File: src/rtl/ser_pkg.sv
// ser_pkg: shared state encoding and counter-width helper for the word serializer
package ser_pkg;
  typedef enum logic [0:0] {SER_IDLE, SER_SHIFT} ser_state_t;
  function automatic int cnt_w(input int width);
    return $clog2(width);
  endfunction
endpackage

File: src/rtl/word_serializer.sv
// word_serializer: valid/ready word in, one bit per clock out with first/last strobes and a one-word holding buffer
module word_serializer
  import ser_pkg::*;
#(
  parameter int WIDTH     = 8,
  parameter bit MSB_FIRST = 1
) (
  input  logic             clk,
  input  logic             reset,
  input  logic [WIDTH-1:0] word_in,
  input  logic             word_valid,
  output logic             word_ready,
  output logic             ser_bit,
  output logic             ser_valid,
  output logic             ser_first,
  output logic             ser_last,
  output logic             busy
);
  localparam int CW = cnt_w(WIDTH);
  localparam logic [CW-1:0] LAST = CW'(WIDTH - 1);
  ser_state_t state;
  logic [WIDTH-1:0] shreg, hold;
  logic [CW-1:0] cnt;
  logic hold_full, accept;
  assign word_ready = !hold_full && !reset;
  assign accept     = word_valid && word_ready;
  assign ser_valid  = state == SER_SHIFT;
  assign ser_bit    = ser_valid && (MSB_FIRST ? shreg[WIDTH-1] : shreg[0]);
  assign ser_first  = ser_valid && cnt == '0;
  assign ser_last   = ser_valid && cnt == LAST;
  assign busy       = ser_valid || hold_full;
  always_ff @(posedge clk) begin
    if (reset) begin
      state     <= SER_IDLE;
      shreg     <= '0;
      cnt       <= '0;
      hold      <= '0;
      hold_full <= 1'b0;
    end else if (state == SER_IDLE) begin
      if (accept) begin
        shreg <= word_in;
        cnt   <= '0;
        state <= SER_SHIFT;
      end
    end else if (cnt != LAST) begin
      shreg <= MSB_FIRST ? shreg << 1 : shreg >> 1;
      cnt   <= cnt + 1'b1;
      if (accept) begin
        hold      <= word_in;
        hold_full <= 1'b1;
      end
    end else if (hold_full) begin
      shreg     <= hold;
      hold_full <= 1'b0;
      cnt       <= '0;
    end else if (accept) begin
      shreg <= word_in;
      cnt   <= '0;
    end else begin
      state <= SER_IDLE;
      cnt   <= '0;
    end
  end
endmodule

File: config.mk
export PLATFORM = sky130hd
export DESIGN_NAME = word_serializer
export DESIGN_NICKNAME = d
export VERILOG_FILES = /design/src/rtl/ser_pkg.sv /design/src/rtl/word_serializer.sv
export SDC_FILE = /design/constraint.sdc
export NUM_CORES = 1
export LEC_CHECK = 0
export CORE_UTILIZATION = 57
export CTS_BUF_LIST = sky130_fd_sc_hd__clkbuf_16
export DETAILED_ROUTE_END_ITERATION = 10
export PLACE_DENSITY = 0.83
export REMOVE_ABC_BUFFERS = 1
export SLEW_MARGIN = 20
export SYNTH_ARGS = -nofsm -noshare
export SYNTH_HDL_FRONTEND = slang
export SYNTH_SLANG_ARGS = --single-unit
File: constraint.sdc
create_clock -name clk -period 3.9 [get_ports clk]
set_input_delay 0.78 -clock clk [delete_from_list [all_inputs] [get_ports clk]]
set_output_delay 0.78 -clock clk [all_outputs]
set_load 0.01 [all_outputs]
==> summary.md <==
| Metric | Value |
|---|---|
| Status | `completed` |
| Clk pin slew, worst setup/hold paths | `~50 ps` |
| Crit-path most repeated cell | `clkdlybuf4s50_1` |
| Compound-Gate Fraction of Synth Area | `20.7%` |
| Largest stage delay, worst path | `510 ps` |
| Pin slew with the least headroom to its limit | `674 ps` |
| CP max-delay cell | `clkdlybuf4s50_1` |
| Worst Clk Skew | `2.36 ps` |
| Worst Hold Slack | `475 ps` |
| Total Power | `approximately 0.54 mW` |
| Mapped Avg Cell Area | `8.65 sq um` |
| Post-Syn Instances | `between 100 and 150` |
| Max Clk Rate | `0.351 GHz` |
| Hold_buf cts | `0` |
| Maximum fanout along the worst path | `29` |
| Simple-Gate Fraction of Synth Area | `26.5%` |
| Placed cell areas | `approximately 1300 sq um` |
| Adder-Cell Fraction of Synth Area | `3.19%` |
| Largest net degree at the start of global routing | `30` |
| Core area | `1940 sq um` |
| Worst hold path class | `reg2reg` |
| CTS Buf Count | `3` |
| Routed vias | `1061` |
| CP required | `about 3100 ps` |
| Total GRT Usage | `25.8%` |
| # resized after CTS | `0` |
| Final worst path period need | `2850 ps` |
| Htree depth | `1` |
| Final std cells w/o fill | `175` |
| Clock tree root buffer cell | `clkbuf_16` |
| Worst rel slew slack | `54.4%` |
| Row count | `16` |
| Port bufs | `16` |
| First-pass GRT wire length | `4020 um` |
| Number of synthesized flops with an enable pin | `0` |
| Ys Warns | `0` |
| RSZ-0062 raised after global routing | `false` |
| Max Root-Sink Buffers | `2` |
| Wire length per cell | `14.5 um` |
| Initial antenna violation count | `0` |
| Starting DRT DRC Count | `13` |
| Initial DRT Pass Iterations | `4` |
| Skew-Pair Late Insertion Delay | `between 200 and 300 ps` |
| HPWL Detailed | `1740 um` |
| Worst setup margin | `1050 ps` |
| CTS sink count | `21` |
| Cell area power density | `between 300 and 400 nW/um^2` |
| R2R Setup Slk | `1950 ps` |
| Total wire length | `about 2500 um` |
| GRT Residual Overflow | `0` |
| GP Congestion | `0.797` |
| Multiplexer share of the synthesized area | `6.81%` |
| Vias per Instance | `a little over 6` |
| Chip height | `between 40 and 50 um` |
| Mapped Area | `around 1200 sq um` |
| Worst setup EP type | `output pin` |
| Die X | `approximately 47 um` |
| Most frequent cells in the layout | `dfxtp_1 (21), clkdlybuf4s50_1 (16), a21oi_1 (12)` |
| Register area share after synthesis | `between 30% and 40%` |
| I/O pin total | `17` |
| Die Area | `2250 sq um` |
| Maxcap violations | `0` |
| CP Data Arrival Time | `2070 ps` |
| Setup crit start kind | `input pin` |
| Peak supply drop | `0.271 mV` |
| Main combinational cell family by area after synthesis | `simple AND/OR/NAND/NOR gates` |
| FFs w/ async S/R, synth | `0%` |
| Leakage | `0.533 nW` |
| Synth cell types | `33` |
| Setup tns final | `0 ps` |
| Top_reg_cell synth | `dfxtp_1` |
| Commonest non-fill, non-tap cell in the layout | `dfxtp_1` |
| Area growth from synthesis to final layout | `19.0%` |
| CTS tree | `yes` |
| Initial Utilization | `between 60% and 70%` |
| Place WS | `1060 ps` |
| Final Hold Fails | `0` |
| Final setup violation count | `0` |
| Nets | `between 150 and 200` |
| Design area | `1400 sq um` |
| #FFs+latches synth | `21` |
| Number of remaining DRC errors | `0` |
| ANT nets after route | `0` |
| Kind of critical path | `in2out` |
| Buffers inserted by post-CTS timing repair | `0` |
| Crit path cell chain | `clkdlybuf4s50_1 > buf_4 > nor2_1 > clkdlybuf4s50_1` |
| Placed cells | `171` |
| Xor/xnor share of the synthesized area | `0%` |
| Fin crit share | `between 70% and 80%` |
| Vias in the first global route | `935` |
| Layout cells sized above 1 | `5.41%` |
| # diodes | `0` |
| Slew Limit Fails | `0` |
| Layout Utilization | `slightly above 70%` |
[layer usage]
layer | track usage, % | vias to the layer above | share of wire (%)
met4 | 16.0 | 0 | 1.9
met2 | 41.1 | 19 | 50
li1 | - | 518 | -
met3 | 3.40 | 7 | 2.7
met1 | 32.9 | 517 | 45
met5 | 0 | - | 0
[Yosys cell counts, types with 3 or more instances]
| cell | number | area share (%) |
|---|---|---|
| o21ai_0 | 9 | 3.8 |
| dfxtp_1 | 21 | 36 |
| o31ai_1 | 7 | 4.5 |
| nor2_1 | 3 | 0.96 |
| a211oi_1 | 8 | 5.1 |
| a21oi_1 | 12 | 5.1 |
| nand2b_1 | 3 | 1.6 |
| and2_1 | 8 | 4.3 |
| ha_1 | 3 | 3.2 |
| buf_6 | 3 | 2.9 |
| nand2_1 | 11 | 3.5 |
| clkbuf_1 | 3 | 0.96 |
| and3b_1 | 8 | 6.0 |
| mux2i_1 | 8 | 6.8 |
| nand3_1 | 8 | 3.4 |
[final cells by class]
type / count / area, sq um
Fill cell: 160 / 542
Clock buffer: 3 / 75.1
Tap cell: 27 / 33.8
Multi-Input combinational cell: 101 / 673
Sequential cell: 21 / 420
Timing Repair Buffer: 19 / 183
Clock inverter: 1 / 3.75
Inverter: 3 / 11.3
[sequential cells by signal, summed over array words and instances (netlist names)]
| register | count |
|---|---|
| hold | 8 |
| shreg | 8 |
| cnt | 3 |
| hold_full | 1 |
| ser_valid | 1 |
[cells by family after synthesis]
kind of cell | after synthesis
mux | 8
fa+ha+maj | 3
buf+inv | 14
compound gates | 39
simple gates | 51
flops | 21
[critical path, delay by kind of cell]
family                 cells  cell delay, ps
AND/OR/NAND/NOR            1              70
buffers and inverters      3            1220
[power breakdown]
part	switching (mW)	total, mW	internal, mW	leakage [nW]
Combinational	0.0369	0.0811	0.0442	0.320
Clock	0.0772	0.214	0.137	0.0423
Sequential	0.0139	0.240	0.227	0.171
[final timing paths]
kind,from,end,depth (start not counted)
max,reset,word_ready,4
min,shreg[1],shreg[2],2
max reg2reg,ser_valid,hold[4],5
min reg2reg,shreg[1],shreg[2],2
No activity file was read; power rests on OpenSTA's default activity.
